`src/rtl/blackjack_pkg.sv`:
```
// Shared blackjack datapath definitions: owner indices, card width and the
// deck access arbiter state encoding.
package blackjack_pkg;

    localparam int OWNER_HOUSE  = 0;
    localparam int OWNER_PLAYER = 1;
    localparam int CARD_W_DEF   = 4;

    localparam logic [2:0] ENC_IDLE       = 3'd0;
    localparam logic [2:0] ENC_ISSUE      = 3'd1;
    localparam logic [2:0] ENC_WAIT_CARD  = 3'd2;
    localparam logic [2:0] ENC_WAIT_ADDER = 3'd3;
    localparam logic [2:0] ENC_ADD        = 3'd4;
    localparam logic [2:0] ENC_SETTLE     = 3'd5;
    localparam logic [2:0] ENC_WAIT_SUM   = 3'd6;
    localparam logic [2:0] ENC_DONE       = 3'd7;

    typedef enum logic [2:0] {
        S_IDLE       = ENC_IDLE,
        S_ISSUE      = ENC_ISSUE,
        S_WAIT_CARD  = ENC_WAIT_CARD,
        S_WAIT_ADDER = ENC_WAIT_ADDER,
        S_ADD        = ENC_ADD,
        S_SETTLE     = ENC_SETTLE,
        S_WAIT_SUM   = ENC_WAIT_SUM,
        S_DONE       = ENC_DONE
    } arb_state_t;

endpackage

```
`src/rtl/deck_access_arbiter_rr_arbiter2.sv`:
```
// Two-way round-robin pick between house and player. On a tie the side
// that did not win last time is chosen.
module rr_arbiter2
    import blackjack_pkg::*;
(
    input  logic [1:0] i_req,
    input  logic       i_last_grant,
    output logic [1:0] o_grant
);

    // i_last_grant is 1 when the player owned the last completed transaction
    always_comb begin
        o_grant = 2'b00;
        if (i_req[OWNER_HOUSE] && (!i_req[OWNER_PLAYER] || i_last_grant)) begin
            o_grant[OWNER_HOUSE] = 1'b1;
        end else if (i_req[OWNER_PLAYER]) begin
            o_grant[OWNER_PLAYER] = 1'b1;
        end
    end

endmodule

```
`src/rtl/deck_access_arbiter.sv`:
```
// Shares the deck card source and hand adder between house and player,
// sequencing fetch -> latch -> add -> settle -> done with a wait timeout.
//
// state      | meaning
// IDLE       | no owner; arbitrate when deck is usable
// ISSUE      | pulse start_card to the deck
// WAIT_CARD  | wait for card_ready, then latch the card
// WAIT_ADDER | wait for the adder to be idle
// ADD        | pulse add_valid with the latched card
// SETTLE     | dead cycle while the adder drops ready
// WAIT_SUM   | wait for the sum to settle
// DONE       | pulse done to the owner, release grant
module deck_access_arbiter
    import blackjack_pkg::*;
#(
    parameter int CARD_W         = CARD_W_DEF,
    parameter int TIMEOUT_CYCLES = 1024
) (
    input  logic              clock,
    input  logic              reset,
    input  logic [1:0]        i_req,
    output logic [1:0]        o_grant,
    output logic [1:0]        o_done,
    output logic              o_timeout_err,
    output logic              o_busy,
    input  logic              i_shuffle_ready,
    input  logic              i_shuffling,
    output logic              o_start_card,
    input  logic              i_card_ready,
    input  logic [CARD_W-1:0] i_card_value,
    input  logic              i_adder_ready,
    output logic              o_add_valid,
    output logic [CARD_W-1:0] o_add_value,
    output logic              o_sum_select
);

    localparam int            TW   = $clog2(TIMEOUT_CYCLES);
    localparam logic [TW-1:0] TMAX = TW'(TIMEOUT_CYCLES - 1);

    arb_state_t        r_state;
    arb_state_t        w_next_state;
    logic [1:0]        r_grant;
    logic              r_sum_select;
    logic [CARD_W-1:0] r_add_value;
    logic              r_last_grant;
    logic [TW-1:0]     r_timer;
    logic              r_timeout_err;

    logic [1:0]        w_arb_grant;
    logic              w_take_grant;
    logic              w_latch;
    logic              w_abort;
    logic              w_timer_clr;
    logic              w_timer_inc;
    logic              w_timer_end;

    rr_arbiter2 u_rr_arbiter2 (
        .i_req        (i_req),
        .i_last_grant (r_last_grant),
        .o_grant      (w_arb_grant)
    );

    assign w_timer_end = (r_timer == TMAX);

    always_comb begin
        w_next_state = r_state;
        w_take_grant = 1'b0;
        w_latch      = 1'b0;
        w_abort      = 1'b0;
        w_timer_clr  = 1'b0;
        w_timer_inc  = 1'b0;
        unique case (r_state)
            S_IDLE: begin
                if ((|i_req) && i_shuffle_ready && !i_shuffling) begin
                    w_take_grant = 1'b1;
                    w_next_state = S_ISSUE;
                    w_timer_clr  = 1'b1;
                end
            end
            S_ISSUE: begin
                w_next_state = S_WAIT_CARD;
                w_timer_clr  = 1'b1;
            end
            // A shuffle kills the transaction outright; a ready on the
            // final timer cycle still completes the step.
            S_WAIT_CARD: begin
                if (i_shuffling) begin
                    w_abort = 1'b1;
                end else if (i_card_ready) begin
                    w_latch      = 1'b1;
                    w_next_state = S_WAIT_ADDER;
                    w_timer_clr  = 1'b1;
                end else if (w_timer_end) begin
                    w_abort = 1'b1;
                end else begin
                    w_timer_inc = 1'b1;
                end
            end
            S_WAIT_ADDER: begin
                if (i_shuffling) begin
                    w_abort = 1'b1;
                end else if (i_adder_ready) begin
                    w_next_state = S_ADD;
                    w_timer_clr  = 1'b1;
                end else if (w_timer_end) begin
                    w_abort = 1'b1;
                end else begin
                    w_timer_inc = 1'b1;
                end
            end
            S_ADD: begin
                w_next_state = S_SETTLE;
                w_timer_clr  = 1'b1;
            end
            S_SETTLE: begin
                w_next_state = S_WAIT_SUM;
                w_timer_clr  = 1'b1;
            end
            S_WAIT_SUM: begin
                if (i_shuffling) begin
                    w_abort = 1'b1;
                end else if (i_adder_ready) begin
                    w_next_state = S_DONE;
                    w_timer_clr  = 1'b1;
                end else if (w_timer_end) begin
                    w_abort = 1'b1;
                end else begin
                    w_timer_inc = 1'b1;
                end
            end
            S_DONE: begin
                w_next_state = S_IDLE;
                w_timer_clr  = 1'b1;
            end
            default: begin
                w_next_state = S_IDLE;
                w_timer_clr  = 1'b1;
            end
        endcase
        if (w_abort) begin
            w_next_state = S_IDLE;
            w_timer_clr  = 1'b1;
            w_timer_inc  = 1'b0;
        end
    end

    always_ff @(posedge clock or posedge reset) begin
        if (reset) begin
            r_state       <= S_IDLE;
            r_grant       <= 2'b00;
            r_sum_select  <= 1'b0;
            r_add_value   <= '0;
            r_last_grant  <= 1'b1;
            r_timer       <= '0;
            r_timeout_err <= 1'b0;
        end else begin
            r_state       <= w_next_state;
            r_timeout_err <= w_abort;
            if (w_take_grant) begin
                r_grant      <= w_arb_grant;
                r_sum_select <= w_arb_grant[OWNER_PLAYER];
            end else if (w_abort || (r_state == S_DONE)) begin
                r_grant <= 2'b00;
            end
            // An aborted transaction never counts as a win for round-robin
            if (r_state == S_DONE) begin
                r_last_grant <= r_grant[OWNER_PLAYER];
            end
            if (w_latch) begin
                r_add_value <= i_card_value;
            end
            if (w_timer_clr) begin
                r_timer <= '0;
            end else if (w_timer_inc) begin
                r_timer <= r_timer + 1'b1;
            end
        end
    end

    assign o_grant       = r_grant;
    assign o_done        = (r_state == S_DONE) ? r_grant : 2'b00;
    assign o_timeout_err = r_timeout_err;
    assign o_busy        = (r_state != S_IDLE);
    assign o_start_card  = (r_state == S_ISSUE);
    assign o_add_valid   = (r_state == S_ADD);
    assign o_add_value   = r_add_value;
    assign o_sum_select  = r_sum_select;

endmodule
```
`config.mk`:
```
export PLATFORM = sky130hd
export DESIGN_NAME = deck_access_arbiter
export DESIGN_NICKNAME = d
export VERILOG_FILES = /design/src/rtl/blackjack_pkg.sv /design/src/rtl/deck_access_arbiter_rr_arbiter2.sv /design/src/rtl/deck_access_arbiter.sv
export SDC_FILE = /design/constraint.sdc
export NUM_CORES = 1
export LEC_CHECK = 0
export CORE_ASPECT_RATIO = 1.5
export CORE_MARGIN = 10
export CORE_UTILIZATION = 54
export CTS_BUF_LIST = sky130_fd_sc_hd__clkbuf_16
export DETAILED_ROUTE_END_ITERATION = 10
export PLACE_DENSITY_LB_ADDON = 0.12
export SETUP_SLACK_MARGIN = 0.4
export SLEW_MARGIN = 20
export SYNTH_ARGS = -nofsm -noshare
export SYNTH_HDL_FRONTEND = slang
export SYNTH_SLANG_ARGS = --single-unit
```
`constraint.sdc`:
```
create_clock -name clock -period 4.48 [get_ports clock]
set_input_delay 0.896 -clock clock [delete_from_list [all_inputs] [get_ports clock]]
set_output_delay 0.896 -clock clock [all_outputs]
set_load 0.01 [all_outputs]
```
==> results.cfg <==
[status]
status = completed

[worst_setup_path]
path_max_fanout = 14
worstSetupPathType = flip-flop to output pin
endpoint_kind = output pin
arrival_ns = 1.86
cp_cell_sequence = nand3_1 > nor2_1 > clkdlybuf4s50_1
critPathRequiredTime_ns = 3.58
crit_path_top_delay_cell = dfrtp_1
critPathMaxStageDelay_ns = 0.58
critPathLaunchType = flip-flop

[die]
initial_core_util_pct = 56.5
io_pins = 25
die_h_um = 79.2
design.core.area_um2 = 2230
die_width_um = 59.5
rows = 21
die_area_um2 = 4710

[routing]
drt_iter0_drc = 27
avgRoutedWirePerCell_um = 16.8
routed_wl_mm = 2.86
drtPass1Iterations = 5
vias = 1015
drtAntennaViolNets = 0
viasPerCell = 5.97
remaining_drc_errors = 0

[grt]
grt_pass1_wl_mm = 4.74
grt.total_usage_pct = 12.4
first_global_vias = 1022
antenna_found_initial = 0
grt_max_degree = 23
overflow = 0

[synth]
async_flop_share_pct = 100
synth_area_um2 = 1260
synth_edf_count = 0
synth_area_leader_cell = dfrtp_1
netlist.area_leader.share_pct = 41.7
synth_flop_cell = dfrtp_1
yosysWarnings = 0
synth.distinct_cells = 46
synth-seq-cells = 22
synthCells = 125
syn_nets = 138
synth_area_leaders = dfrtp_1, nand2_1, mux2_2
synth_most_common_cell = dfrtp_1
ys_seq_area_share_pct = 43.8
syn_avg_cell_area_um2 = 10.1
synthTopCellsByCount = dfrtp_1, nand2_1, inv_1

[power_and_ir_drop]
pwr_density_cell_nw_per_um2 = 581
p_clk_share_pct = 26.7
peakVddDrop_uv = 449
internal_power_w = 0.000622
p_sw_share_pct = 33.1
leakage_nw = 0.659
p_seq_share_pct = 34.7
p_switching_w = 0.000307
power.share.combinational_pct = 38.6

[timing]
hold_violations = 0
finalSetupViolations = 0
slew_headroom_pct = 43.2
holdWs_ns = 0.507
drv_slew = 0
fin_worst_skew_ns = 0.00204
fin_crit_sh_pct = 61.5
rsz0062_at_grt = false
tightest_slew_ns = 0.852
timing.setup.tns_ns = 0
finalCriticalPeriod_ns = 2.75
fmax_mhz = 363

[clock_tree]
clock_latency_ns = 0.25
h-tree-depth = 1
cts_setup_buffers = 0
root_buffer = clkbuf_16
cts_tree = done
cts.clk_slew.worst_paths_ns = 0.06
cts-buffers-inserted = 3
cts.sinks = 22
clk_path_buf_depth = 2
cts_resized = 0
cts_hold_buf = 0

[layout]
num-fill-cells = 155
final_layout_size_suffix_gt1_share_pct = 12.2
area_delta_synth_final_pct = 26.8
diodes = 0
nNetsFinal = 161

[place]
dp_hpwl_mm = 2.09
portBuffers = 24
globalplace.congestion = 0.802

[run]
maxCapViolCount = 0

[hold_path]
holdCritPathClass = flip-flop to flip-flop
## power groups by stage
stage | Sequential, W | Clock [W] | Combinational, W
2_1_floorplan | 0.000305 | 0 | 0.000244
3_3_place_gp | 0.000318 | 0 | 0.000353
3_5_place_dp | 0.000323 | 0 | 0.000361
4_1_cts | 0.000321 | 0.000251 | 0.000365
5_1_grt | 0.000332 | 0.000257 | 0.000390
6_report | 0.000322 | 0.000248 | 0.000359
## final timing paths
| kind | from | endpoint | depth (start not counted) | slack [ns] |
|---|---|---|---|---|
| worst max-delay path | r_state[0] | o_done[1] | 3 | 1.73 |
| worst min-delay path | o_add_value[2] | o_add_value[2] | 1 | 0.51 |
| worst max register to register | r_state[0] | r_timer[8] | 4 | 2.72 |
| worst min register to register | o_add_value[2] | o_add_value[2] | 1 | 0.51 |
| max in group asynchronous | reset | r_timer[5] | 2 | 2.83 |
| min in group asynchronous | reset | o_add_value[1] | 2 | 1.12 |
## layout by cell type, fill, tap and decap left out, types with 3 or more instances in the layout
master,instances
clkdlybuf4s50_1,24
dfrtp_1,21
nand3_1,7
nand2_1,13
nand4_1,5
nor2_1,5
clkbuf_16,3
inv_1,10
o21ai_0,6
xor2_1,3
a31oi_1,3
a21oi_1,4
mux2_2,4
## cells by family after synthesis
kind of cell | count (synthesis) | synth area share [%]
AOI/OAI and AO/OA | 26 | 16.5
xor gates and xnor gates | 5 | 3.47
adders and majority gates | 1 | 0.992
buffers and inverters | 16 | 5.85
DFF | 22 | 43.8
muxes | 5 | 4.36
and+or+nand+nor | 50 | 25.1
## area by class of cell
cell class,instances,area [µm²],area share [%]
tap,23,28.8,1.80
multi-input combinational,87,636,39.7
clock inverter,1,30.0,1.88
sequential,22,552,34.5
timing repair buffer,24,240,15.0
clock buffer,3,75.1,4.69
inverter,10,37.5,2.35
## state kept, by name, summed over array words and instances, names as in the netlist
signal	flops
r_state	3
r_last_grant	1
o_timeout_err	1
o_add_value	4
o_sum_select	1
r_timer	10
o_grant	2
## critical path, delay by kind of cell (launching register included)
kind                   cells  cell delay, ns
DFF                        1            0.58
and+or+nand+nor            2            0.45
buffers and inverters      1            0.57
## routing by layer
metal / GRT usage, % / wire, µm / up-vias
met4: 2.76 / 16 / 0
li1: - / - / 494
met2: 22.0 / 1590 / 21
met3: 3.66 / 132 / 2
met5: 0 / 0 / -
met1: 13.7 / 1120 / 498
## stage by stage
stage / cells / instance area (µm²) / worst slack (ns) / total power (W) / utilization [%]
2_1_floorplan: 125 / 1260 / 2.52 / 0.000549 / -
3_3_place_gp: 166 / 1490 / 1.97 / 0.000671 / 66.9
3_5_place_dp: 166 / 1490 / 1.92 / 0.000684 / 66.9
4_1_cts: 170 / 1600 / 1.73 / 0.000937 / 71.6
5_1_grt: 170 / 1600 / 1.60 / 0.000980 / 71.6
6_report: 170 / 1600 / 1.73 / 0.000929 / 71.6
Note: power is estimated with default switching activity, not from simulation.
